### config.mk
export PLATFORM = sky130hd
export DESIGN_NAME = issue_unit
export DESIGN_NICKNAME = d
export VERILOG_FILES = /design/src/rtl/issue_unit_pkg.sv /design/src/rtl/issue_unit_rr_arbiter3.sv /design/src/rtl/issue_unit.sv
export SDC_FILE = /design/constraint.sdc
export NUM_CORES = 1
export LEC_CHECK = 0
export CORE_ASPECT_RATIO = 1.25
export CORE_UTILIZATION = 45
export CTS_CLUSTER_SIZE = 14
export DETAILED_ROUTE_END_ITERATION = 8
export GPL_TIMING_DRIVEN = 0
export PLACE_DENSITY = 0.82
export SYNTH_ARGS = -nofsm -noshare
export SYNTH_HDL_FRONTEND = slang
export SYNTH_SLANG_ARGS = --single-unit
### constraint.sdc
create_clock -name clock -period 2.5 [get_ports clock]
set_input_delay 0.25 -clock clock [delete_from_list [all_inputs] [get_ports clock]]
set_output_delay 0.25 -clock clock [all_outputs]
set_load 0.01 [all_outputs]
### src/rtl/issue_unit_pkg.sv
// Shared types and constants for the issue scheduler: source ids, default unit latencies,
// and the round-robin search order helper.
package issue_unit_pkg;

  typedef logic [1:0] src_t;

  localparam src_t SRC_INT  = 2'd0;
  localparam src_t SRC_LDST = 2'd1;
  localparam src_t SRC_MUL  = 2'd2;

  localparam int unsigned DEF_INT_LAT = 1;
  localparam int unsigned DEF_LS_LAT  = 2;
  localparam int unsigned DEF_MUL_LAT = 4;

  // Source examined at position `step` of a search that starts just after `last`.
  function automatic src_t rr_pick(src_t last, int unsigned step);
    int unsigned v;
    v = (32'(last) + 32'd1 + step) % 32'd3;
    return v[1:0];
  endfunction

endpackage

### src/rtl/issue_unit_rr_arbiter3.sv
// Three-way round-robin arbiter: the first request after `last` (int -> ld_st -> mul, wrapping)
// wins. Purely combinational; the caller owns the last-grant pointer.
module rr_arbiter3
  import issue_unit_pkg::*;
(
  input  logic [2:0] req,
  input  src_t       last,
  output logic [2:0] gnt,
  output src_t       gnt_id,
  output logic       gnt_valid
);

  src_t cand;

  always_comb begin
    gnt       = '0;
    gnt_id    = SRC_INT;
    gnt_valid = 1'b0;
    cand      = SRC_INT;
    for (int unsigned i = 0; i < 3; i++) begin
      cand = rr_pick(last, i);
      if (!gnt_valid && req[cand]) begin
        gnt_valid = 1'b1;
        gnt_id    = cand;
        gnt[cand] = 1'b1;
      end
    end
  end

endmodule

### src/rtl/issue_unit.sv
// Issue scheduler: grants one ready queue per cycle in round-robin order, restricted to sources
// whose fixed latency lands on a free CDB cycle, and drives the registered CDB source select.
module issue_unit
  import issue_unit_pkg::*;
#(
  parameter int unsigned INT_LAT = DEF_INT_LAT,
  parameter int unsigned LS_LAT  = DEF_LS_LAT,
  parameter int unsigned MUL_LAT = DEF_MUL_LAT
) (
  input  logic             clock,
  input  logic             reset,
  input  logic             issueque_int_ready,
  input  logic             issueque_ld_st_ready,
  input  logic             issueque_mul_ready,
  input  logic             issue_hold,
  output logic             issue_int,
  output logic             issue_ld_st,
  output logic             issue_mul,
  output logic             cdb_valid,
  output logic [1:0]       cdb_src,
  output logic [MUL_LAT:0] cdb_rsv
);

  // One-hot slot masks: bit L marks the CDB cycle L cycles from now.
  localparam logic [MUL_LAT:0] INT_SLOT = (MUL_LAT + 1)'(1) << INT_LAT;
  localparam logic [MUL_LAT:0] LS_SLOT  = (MUL_LAT + 1)'(1) << LS_LAT;
  localparam logic [MUL_LAT:0] MUL_SLOT = (MUL_LAT + 1)'(1) << MUL_LAT;

  logic [MUL_LAT:0] rsv_q, rsv_d;
  src_t             own_q [MUL_LAT+1];
  src_t             own_d [MUL_LAT+1];
  src_t             rr_last_q, rr_last_d;

  logic             can_issue;
  logic [2:0]       req, gnt;
  src_t             gnt_id;
  logic             gnt_valid;
  logic [MUL_LAT:0] new_slot;

  assign can_issue = !issue_hold && !reset;

  always_comb begin
    req           = '0;
    req[SRC_INT]  = issueque_int_ready   && !(|(rsv_q & INT_SLOT)) && can_issue;
    req[SRC_LDST] = issueque_ld_st_ready && !(|(rsv_q & LS_SLOT))  && can_issue;
    req[SRC_MUL]  = issueque_mul_ready   && !(|(rsv_q & MUL_SLOT)) && can_issue;
  end

  rr_arbiter3 u_arb (
    .req       (req),
    .last      (rr_last_q),
    .gnt       (gnt),
    .gnt_id    (gnt_id),
    .gnt_valid (gnt_valid)
  );

  always_comb begin
    new_slot = '0;
    if (gnt_valid) begin
      unique case (gnt_id)
        SRC_LDST: new_slot = LS_SLOT;
        SRC_MUL:  new_slot = MUL_SLOT;
        default:  new_slot = INT_SLOT;
      endcase
    end
  end

  // Everything advances one slot per cycle; the new reservation lands one slot closer as well.
  always_comb begin
    rsv_d            = (rsv_q >> 1) | (new_slot >> 1);
    own_d[MUL_LAT]   = SRC_INT;
    for (int unsigned k = 0; k < MUL_LAT; k++) begin
      own_d[k] = new_slot[k+1] ? gnt_id : own_q[k+1];
    end
    rr_last_d = gnt_valid ? gnt_id : rr_last_q;
  end

  always_ff @(posedge clock) begin
    if (reset) begin
      rsv_q     <= '0;
      own_q     <= '{default: SRC_INT};
      rr_last_q <= SRC_MUL;
    end else begin
      rsv_q     <= rsv_d;
      own_q     <= own_d;
      rr_last_q <= rr_last_d;
    end
  end

  assign issue_int   = gnt[SRC_INT];
  assign issue_ld_st = gnt[SRC_LDST];
  assign issue_mul   = gnt[SRC_MUL];
  assign cdb_valid   = rsv_q[0] && !reset;
  assign cdb_src     = reset ? SRC_INT : own_q[0];
  assign cdb_rsv     = rsv_q;

endmodule

==> flow_metrics.tcl, run 1 <==
set metrics [dict create \
    status "completed" \
    setup_viol 0 \
    netlist-cell-type-count 41 \
    cp-end-kind "output pin" \
    drt_pass1_iterations 4 \
    nets 150 \
    die_h_um 52.4 \
    grt_pass1_wl_um 3710 \
    multi_input_comb_area_um2 759 \
    pwr_density_cell_mw_per_mm2 610 \
    die_w_um 42.3 \
    netlist_instances 107 \
    path_clk_slew_ns 0.07 \
    crit_type "reg2out" \
    drt-initial-drc-count 27 \
    synth_top_area_cell "dfxtp_1" \
    fmax_ghz 0.407 \
    coreArea_mm2 0.00183 \
    totalWireLength_um 2630 \
    critical_path.endpoint "issue_mul" \
    area_growth_pct 55.5 \
    synth_top_cell_area_share_pct 30.7 \
    fin_skew_ns 0.00652 \
    peakVddDrop_mv 0.471 \
    dr_total_vias 910 \
    synth_area_um2 913 \
    ys_seq_area_share_pct 30.7 \
    report.final.slew_viol_count 0 \
    grt_overflow 0 \
    core.rowCount 17 \
    yosys-top-cells-area "dfxtp_1, ha_1, nor2b_1" \
    antenna_found_initial 0 \
    final_area_mm2 0.00142 \
    cts-root-buf "clkbuf_4" \
    fin_crit_ns 2.46 \
    dp_cells 141 \
    cp_max_fo 7 \
    post_dp_cell_area_mm2 0.00109 \
    regToRegStartpoint "rr_last_q[1]" \
    timing.final.crit_share_pct 98.2 \
    gr-usage-all-layers_pct 22.2 \
    fin_total_pwr_mw 0.866 \
    cts_tree "done" \
    synth_fp_nets 119 \
    synthArstFlopShare_pct 0 \
    cp.required_ns 2.25 \
    startpoint "rr_last_q[0]" \
    vias_per_cell 5.87 \
    final_cell_mix "buf_4, dfxtp_1, clkdlybuf4s50_1" \
    synth_edf_count 0 \
    dpl.hpwl_um 1330 \
    clockBufferDepth 2 \
    rrSetupSlack_ns 0.06 \
    grt_max_degree 11 \
    ctsHoldBuffers 0 \
    insertion_delay_ns 0.28 \
    p_leak_nw 0.564 \
    seq_area_um2 288 \
    cap_violations 0 \
    hold_path_class "reg2reg" \
    rsz0062_at_grt "yes" \
    fin_cells 155 \
    cts_buffers 3 \
    grt_pass1_vias 864 \
    htreeDepth 1 \
    cts_sinks 14 \
    r2r-end "own_q[8]" \
    routabilityCongestion 0.831 \
    drive_gt1_share_pct 36.8 \
    finalHoldViolCount 0 \
    io_buffers 15 \
    initial_core_util_pct 49.9 \
    io_pins 17 \
    die_area_mm2 0.00221 \
    fin_setup_tns_ns 0 \
    ant_nets 0 \
    antenna_cells 0 \
    drcViolationCount 0 \
    fillers 111 \
    cp.arrival_ns 2.21 \
    ys_ff_latch 14 \
    crit_path_start_kind "register" \
    wl_per_cell_um 17.0 \
    ff2ff_path_depth 10 \
    synth_ff_type "dfxtp_1" \
    yosys_warnings 0 \
    syn_avg_cell_area_um2 8.54 \
]
## registers in the layout, summed over array words and instances, names as in the netlist
register   flops
own_q          8
rr_last_q      2
cdb_rsv        4
## cell families after synthesis
logic type | after synthesis | share of synthesized area, %
adder cells (fa/ha/maj) | 6 | 8.22
multiplexers | 4 | 4.38
buffers and inverters | 15 | 7.67
other | 1 | 0.411
AO/OA/AOI/OAI | 26 | 20.5
flip-flops | 14 | 30.7
AND/OR/NAND/NOR | 41 | 28.1
## report_power, final
group	internal, mW	switching [mW]
clock	0.0558	0.0656
combinational	0.237	0.248
sequential	0.243	0.0167
total	0.536	0.330
## worst max-delay path, cell delays in order (launching register included)
cell,delay (ns)
dfxtp_4,0.38
inv_4,0.05
ha_4,0.24
buf_8,0.13
nor3_4,0.24
buf_4,0.16
o21ai_4,0.07
nand2_2,0.10
nor2_1,0.05
a31o_2,0.23
dlygate4sd2_1,0.28
## metal layers
metal | global-route usage, % | up-vias | wire (um)
li1 | - | 430 | -
met1 | 25.3 | 432 | 1100
met2 | 38.5 | 40 | 1300
met3 | 6.90 | 8 | 178
met4 | 8.33 | 0 | 49
met5 | 0 | - | 0
## cells in the mapped netlist, types with 2 or more instances
library cell / n
a211oi_1: 2
a21oi_1: 8
a22oi_1: 2
and2_1: 2
buf_2: 2
buf_4: 3
dfxtp_1: 14
ha_1: 6
inv_1: 8
mux2i_1: 4
nand2_1: 5
nand2b_1: 4
nand3_1: 2
nor2_1: 3
nor2b_1: 9
nor3_1: 2
nor3b_1: 5
o21ai_0: 2
o31ai_1: 2
## how the worst min path moves through the flow
| stage | from | end | slack (ns) | cells past startpoint |
|---|---|---|---|---|
| floorplan | own_q[2] | own_q[4] | 0.41 | 1 |
| global placement | own_q[3] | own_q[5] | 0.42 | 1 |
| detailed placement | own_q[3] | own_q[5] | 0.43 | 1 |
| CTS | own_q[3] | own_q[5] | 0.45 | 1 |
| global route | own_q[2] | own_q[4] | 0.47 | 1 |
| finish | own_q[2] | own_q[4] | 0.46 | 1 |
## per-stage QoR
stage | hold WS (ns) | utilization (%) | worst slack (ns)
floorplan | 0.414 | - | 0.0900
global route | 0.474 | 77.6 | -0.0512
finish | 0.458 | 77.6 | 0.0438
detailed placement | 0.430 | 59.4 | -0.346
global placement | 0.417 | 59.4 | -0.314
CTS | 0.447 | 71.5 | -0.0272
## area by class of cell
type	count	share of cell area (%)
clock buffer	3	1.59
tap	19	1.67
multi-input combinational	78	53.5
inverter	9	2.56
sequential	14	20.3
timing repair buffer	27	17.5
buffer	5	2.91
## repair_timing
action	CTS	global route
endpoints found under the setup margin	11	9
setup buffers	7	5
resized for setup	33	22
pin swaps	9	11
Power figures use the tool's default switching activity.
==> run 2: changes to the inputs <==
--- a/config.mk
+++ b/config.mk
@@ -7,7 +7,7 @@
 export LEC_CHECK = 0
 export CORE_ASPECT_RATIO = 1.25
 export CORE_UTILIZATION = 45
-export CTS_CLUSTER_SIZE = 14
+export CTS_CLUSTER_SIZE = 30
 export DETAILED_ROUTE_END_ITERATION = 8
 export GPL_TIMING_DRIVEN = 0
 export PLACE_DENSITY = 0.82
==> results of run 2 <==
No change in the layout: final DEF, timing and power equal those of run 1.
==> run 3: changes to the inputs <==
--- a/config.mk
+++ b/config.mk
@@ -10,7 +10,7 @@
 export CTS_CLUSTER_SIZE = 30
 export DETAILED_ROUTE_END_ITERATION = 8
 export GPL_TIMING_DRIVEN = 0
-export PLACE_DENSITY = 0.82
+export PLACE_DENSITY = 0.71
 export SYNTH_ARGS = -nofsm -noshare
 export SYNTH_HDL_FRONTEND = slang
 export SYNTH_SLANG_ARGS = --single-unit
==> run 3 against run 2 <==
Effect of this change:
- clock power is essentially flat
- non-clock buffer count grew 4
- core utilization shrank 0.89 points
- routed wire length shrank 6.2%
- critical endpoint is now own_q[8]
- largest power group unchanged
- highest routed layer unchanged
==> flow_metrics.tcl, run 3 (synthesis gave the netlist of run 1 again) <==
set metrics [dict create \
    core.rowCount 17 \
    ant_nets 0 \
    rsz0062_at_grt "yes" \
    timing.final.crit_share_pct 98.0 \
    whs_endpoint "own_q[4]" \
    cts-root-buf "clkbuf_4" \
    initial_core_util_pct 49.9 \
    antenna_cells 0 \
    hold_depth 1 \
    nets 154 \
    report.final.slew_viol_count 0 \
    wl_per_cell_um 15.5 \
    drt_pass1_iterations 4 \
    drive_gt1_share_pct 37.1 \
    multi_input_comb_area_um2 726 \
    regToRegStartpoint "rr_last_q[0]" \
    die_area_mm2 0.00221 \
    fin_skew_ns 0.000281 \
    path_clk_slew_ns 0.07 \
    final_util_pct 76.7 \
    pwr_density_cell_mw_per_mm2 607 \
    dpl.hpwl_um 1330 \
    crit_path_start_kind "register" \
    grt_pass1_vias 832 \
    grt_max_degree 11 \
    drt-initial-drc-count 18 \
    finalHoldViolCount 0 \
    hold_path_class "reg2reg" \
    cp-end-kind "register" \
    status "completed" \
    coreArea_mm2 0.00183 \
    cp_max_fo 7 \
    cp.arrival_ns 2.65 \
    vias_per_cell 5.81 \
    crit_type "reg2reg" \
    cts_sinks 14 \
    cts_tree "done" \
    cap_violations 0 \
    htreeDepth 1 \
    fin_crit_ns 2.45 \
    io_pins 17 \
    grt_overflow 0 \
    grt_pass1_wl_um 3750 \
    top_register "own_q" \
    cts_buffers 3 \
    peakVddDrop_mv 0.476 \
    fin_setup_tns_ns 0 \
    rrSetupSlack_ns 0.05 \
    clockBufferDepth 2 \
    ff2ff_path_depth 12 \
    mostFrequentLayoutCell "buf_4" \
    drcViolationCount 0 \
    area_growth_pct 53.7 \
    r2r-end "own_q[8]" \
    min_from "own_q[2]" \
    totalWireLength_um 2470 \
    setup_viol 0 \
    die_w_um 42.3 \
    io_buffers 15 \
    p_leak_nw 0.571 \
    cp.required_ns 2.70 \
    seq_area_um2 285 \
    largest_register_ff_count 8 \
    die_h_um 52.4 \
    dr_total_vias 924 \
    antenna_found_initial 0 \
    routabilityCongestion 0.894 \
    insertion_delay_ns 0.27 \
    fillers 120 \
    final_cell_mix "buf_4, dfxtp_1, clkdlybuf4s50_1" \
    gr-usage-all-layers_pct 22.6 \
    fmax_ghz 0.408 \
]
==> run 3: stage by stage <==
stage	hold WS, ns	cell area (um2)	setup WS, ns	power, mW	std cells
after CTS	0.441	1280	0.0123	0.766	152
after global placement	0.417	1090	-0.318	0.547	141
final	0.440	1400	0.0512	0.852	159
after detailed placement	0.423	1090	-0.352	0.551	141
after global routing	0.470	1400	-0.0525	0.897	159
after floorplan	0.414	913	0.0900	0.464	107
==> run 3: where the power goes <==
part           switching (mW)  total [mW]  internal [mW]  leakage (nW)
Combinational           0.246       0.475          0.229         0.443
Clock                  0.0641       0.120         0.0558        0.0138
Sequential             0.0139       0.257          0.243         0.114
==> run 3: what timing repair did <==
item,4_1_cts,5_1_grt
setup buffers,8,7
resized for setup,29,22
pin swaps,8,11
endpoints found under the setup margin,12,9
hold buffers,0,0
==> run 3: how the worst max path moves through the flow <==
stage,from,endpoint,slack [ns],cells past startpoint
global placement,rr_last_q[0],own_q[8],-0.32,10
finish,rr_last_q[0],own_q[8],0.05,12
floorplan,rr_last_q[0],own_q[8],0.09,10
CTS,rr_last_q[0],issue_ld_st,0.01,10
global route,rr_last_q[1],own_q[6],-0.05,11
detailed placement,rr_last_q[0],issue_ld_st,-0.35,9
==> run 3: worst max-delay path: stages, from the launching register on <==
cell	delay, ns
dfxtp_2	0.35
inv_2	0.06
ha_4	0.22
buf_8	0.13
nor3_4	0.23
nand3_4	0.13
buf_4	0.16
and3_4	0.17
o21ai_4	0.18
buf_6	0.15
ha_1	0.26
o31ai_4	0.10
mux2i_1	0.23
==> run 3: area by class of cell <==
type                            count  area share, %
Timing Repair Buffer               30           19.0
Sequential cell                    14           20.3
Multi-Input combinational cell     78           51.7
Tap cell                           19           1.69
Buffer                              6           3.30
Inverter                            9           2.41
Clock buffer                        3           1.60
==> run 3: metal layers <==
metal  track usage [%]  routed length (um)  up-vias
li1                  -                   -      437
met1              26.1                 976      442
met2              40.0                1290       35
met3              6.55                 122       10
met4              6.77                  79        0
met5                 0                   0        -
